<file path="config.mk">
export PLATFORM = sky130hd
export DESIGN_NAME = ram_8
export DESIGN_NICKNAME = d
export VERILOG_FILES = /design/src/rtl/hack_pkg.sv /design/src/rtl/mux_8_way_16.sv /design/src/rtl/register_16.sv /design/src/rtl/ram_8.sv
export SDC_FILE = /design/constraint.sdc
export NUM_CORES = 1
export LEC_CHECK = 0
export CAP_MARGIN = 10
export CORE_MARGIN = 2
export CORE_UTILIZATION = 45
export CTS_CLUSTER_SIZE = 30
export DETAILED_ROUTE_END_ITERATION = 12
export GPL_ROUTABILITY_DRIVEN = 0
export HOLD_SLACK_MARGIN = 0.15
export PLACE_DENSITY = 0.66
export SLEW_MARGIN = 20
export SYNTH_ARGS = -nofsm -noshare
export SYNTH_HDL_FRONTEND = slang
export SYNTH_HIERARCHICAL = 1
export SYNTH_SLANG_ARGS = --single-unit
</file>
<file path="constraint.sdc">
create_clock -name clk -period 1.4 [get_ports clk]
set_input_delay 0.28 -clock clk [delete_from_list [all_inputs] [get_ports clk]]
set_output_delay 0.28 -clock clk [all_outputs]
set_load 0.05 [all_outputs]
</file>
<file path="src/rtl/hack_pkg.sv">
// Shared Hack datapath definitions: word width and RAM8 geometry.
package hack_pkg;

   localparam int unsigned WORD_WIDTH      = 16;
   localparam int unsigned RAM8_ADDR_WIDTH = 3;
   localparam int unsigned RAM8_DEPTH      = 8;

   typedef logic [15:0] word_t;

endpackage : hack_pkg

</file>
<file path="src/rtl/mux_8_way_16.sv">
// Eight-input 16-bit selector; sel 0..7 picks a..h.
module mux_8_way_16 (
   input  logic [15:0] a,
   input  logic [15:0] b,
   input  logic [15:0] c,
   input  logic [15:0] d,
   input  logic [15:0] e,
   input  logic [15:0] f,
   input  logic [15:0] g,
   input  logic [15:0] h,
   input  logic [2:0]  sel,
   output logic [15:0] out
);

   // Purely combinational select of one of eight words.
   always_comb begin
      out = '0;
      case (sel)
         3'd0: out = a;
         3'd1: out = b;
         3'd2: out = c;
         3'd3: out = d;
         3'd4: out = e;
         3'd5: out = f;
         3'd6: out = g;
         3'd7: out = h;
         default: out = '0;
      endcase
   end

endmodule : mux_8_way_16

</file>
<file path="src/rtl/register_16.sv">
// 16-bit register with synchronous active-high clear and load enable.
module register_16
   import hack_pkg::*;
(
   input  logic        clk,
   input  logic        reset,
   input  logic        load,
   input  logic [15:0] in,
   output logic [15:0] out
);

   word_t value;

   // Clear on reset, capture on load, otherwise hold.
   always_ff @(posedge clk) begin
      if (reset) begin
         value <= '0;
      end else if (load) begin
         value <= in;
      end
   end

   assign out = value;

endmodule : register_16

</file>
<file path="src/rtl/ram_8.sv">
// Eight-word by 16-bit register file: one-hot write decode, combinational read.
module ram_8
   import hack_pkg::*;
(
   input  logic        clk,
   input  logic        reset,
   input  logic [15:0] in,
   input  logic        load,
   input  logic [2:0]  address,
   output logic [15:0] out
);

   logic [RAM8_DEPTH-1:0] we;
   word_t                 words [RAM8_DEPTH];

   // One-hot write enable; reset suppresses any write presented with it.
   always_comb begin
      we = '0;
      if (load && !reset) begin
         we[address] = 1'b1;
      end
   end

   for (genvar k = 0; k < RAM8_DEPTH; k++) begin : g_word
      register_16 u_reg (
         .clk   (clk),
         .reset (reset),
         .load  (we[k]),
         .in    (in),
         .out   (words[k])
      );
   end

   mux_8_way_16 u_mux (
      .a   (words[0]),
      .b   (words[1]),
      .c   (words[2]),
      .d   (words[3]),
      .e   (words[4]),
      .f   (words[5]),
      .g   (words[6]),
      .h   (words[7]),
      .sel (address),
      .out (out)
   );

endmodule : ram_8

</file>
==> impl_metrics.ini <==
[status]
status = complete, but fails checks
violations = negative setup slack

[die]
fp.dieW_microns = 117.9
start_util = 0.4622
core.rowCount = 41
die_area_sq_mm = 0.01389
dieHeight_microns = 117.9
core_sq_mm = 0.01262
ios = 38

[finish]
nFillCells = 978
layout_commonest_cell = mux2i_1
stdcell_count = 868
fin_util = 0.6416
drive_gt1_frac = 0.3190
area_growth_pct = 38.80
fin_nets = 705
final_cell_mix = mux2i_1, nor2_1, dfxtp_1
n_antenna_cell = 0
largest_register_ffs = 128

[timing]
min_period_ns = 1.808
hold_viol = 0
setup_tns_ns = -6.265
worstMarginPinSlew_ns = 0.5395
setup_slack_ns = -0.4081
clock_skew_ns = 0
fin_crit_sh = 1.291
rsz0062_at_grt = true
slew_viol_final = 0
fmax_mhz = 553.1
setup_viol = 31
maxSlewHeadroom = 0.6403

[drt]
vias_per_cell = 5.380
vias = 4670
routedWlPerCell_microns = 18.38
drc = 0
drt_pass1_iterations = 4
ant_nets = 0
drt-total-wl_microns = 15950
first_iter_violations = 365

[setup_path]
worstRegToRegCells = 2
required_ns = 1.12
path_class = flip-flop to primary output
reg2reg_slack_ns = 0.68
critPathMaxFanout = 2
cp-start-kind = flip-flop
arrival_ns = 1.53
r2r_start = g_word[0].u_reg/out[9]
reg2reg_to = g_word[0].u_reg/out[9]
cp-end-kind = primary output

[place]
port-buffer-count = 37
hpwlAfterDp_microns = 10120
dp_cells = 823

[pwr]
p_leak_uw = 0.002841
vdd_ir_drop_max_v = 0.0008669
cellPowerDensity_mw_per_mm2 = 1170

[grt]
antenna_found_initial = 0
grt_first_pass_wirelength_microns = 25560
grt_pass1_vias = 4756
grt_max_degree = 128
grt_overflow_total = 0
track_usage = 0.2334

[logic_synthesis]
ys_seq_area_frac = 0.4393
synth-seq-cells = 128
synthFlopType = dfxtp_1
synth_top_family_by_area = multiplexers
syn_area_sq_mm = 0.005833
async_flop_share = 0
synthXorXnorAreaFrac = 0
syn-num-nets = 628
synth_edf_count = 0
synth_cell_type_count = 33
synthAdderAreaFrac = 0
netlist_instances = 606
syn-mean-instance-area_sq_um = 9.626
synth_compound_area_frac = 0.07550
yosysWarnings = 6
synthMuxAreaShare = 0.2473
yosys.area_share.simple = 0.1579

[min_path]
hold_start = reset
min_delay_worst_endpoint = g_word[2].u_reg/out[3]
hp-class = input pin to flip-flop
whs_path_depth = 3

[clocking]
path_clk_slew_ns = 0.06
clock-root-buffer = clkbuf_16
htreeDepth = 4
cts_buffers = 17
tritoncts = built
cts_hold_buf = 0
cts.sinks = 128
clk_path_buf_depth = 2
clk_latency_ns = 0.41

[flow_run]
maxCapViolations = 0
## metal layers
metal,up-vias,wire length [microns],track usage
li1,2250,-,-
met4,0,446,0.1039
met5,-,0,0
met3,35,702,0.03585
met1,2264,6799,0.2917
met2,121,8004,0.3975
## metrics by stage
step	setup slack, ns	instance area (sq um)	hold WS [ns]	total power, uW
2_1_floorplan	-0.1448	6203	0.4268	4312
3_3_place_gp	-0.8165	6972	0.4635	4678
3_5_place_dp	-0.8788	6972	0.4780	4690
4_1_cts	-0.4163	7926	0.1901	9480
5_1_grt	-0.4519	8097	0.2143	9741
6_report	-0.4081	8097	0.2069	9470
## power by group
part | internal [uW] | switching, uW
sequential | 3690 | 30.6
clock | 3080 | 1650
combinational | 460 | 562
total | 7230 | 2240
## worst max-delay path, cell delays in order (launching register included)
cell,delay [ns]
dfxtp_2,0.36
nand2b_4,0.07
a221oi_4,0.29
a21oi_2,0.10
a21oi_4,0.15
buf_12,0.15
## worst max-delay path by stage
stage	startpoint	endpoint	slack, ns	cells past startpoint
finish	g_word[2].u_reg/out[7]	out[7]	-0.41	5
global placement	address[0]	out[11]	-0.82	8
detailed placement	address[0]	out[11]	-0.88	8
floorplan	address[0]	out[0]	-0.14	6
CTS	g_word[7].u_reg/out[10]	out[10]	-0.42	5
global route	g_word[2].u_reg/out[7]	out[7]	-0.45	5
## final cells by class
| type | count | area, sq um | area share |
|---|---|---|---|
| Tap cell | 172 | 215.2 | 0.02658 |
| Sequential cell | 128 | 2581 | 0.3188 |
| Clock buffer | 19 | 452.9 | 0.05594 |
| Timing Repair Buffer | 107 | 1254 | 0.1548 |
| Clock inverter | 13 | 185.2 | 0.02287 |
| Multi-Input combinational cell | 426 | 3397 | 0.4196 |
| Inverter | 3 | 11.26 | 0.001391 |
## synth_stat cells, types with 8 or more instances
| cell | n | area share |
|---|---|---|
| nor2_1 | 151 | 0.097 |
| mux2i_1 | 143 | 0.25 |
| dfxtp_1 | 128 | 0.44 |
| a22oi_1 | 23 | 0.030 |
| nand2_1 | 16 | 0.010 |
| nand2b_1 | 16 | 0.017 |
| buf_2 | 14 | 0.012 |
| buf_6 | 14 | 0.027 |
| o21ai_0 | 13 | 0.011 |
| a21oi_1 | 12 | 0.010 |
| a31oi_1 | 12 | 0.013 |
| nand3_1 | 12 | 0.010 |
| buf_1 | 8 | 0.0051 |
| buf_12 | 8 | 0.027 |
## what timing repair did
action,4_1_cts,5_1_grt
pin swaps,17,29
setup buffers,8,2
setup endpoints to repair,144,54
gates cloned,1,2
resized for setup,72,40
endpoints found under the hold margin,0,0
## logic make-up (layout without fill, tap and decap cells)
logic type      after synthesis  in the layout
buf+inv                      53            142
compound gates               68             68
mux                         144            144
flops                       128            128
simple gates                213            214
Power figures use the tool's default switching activity.
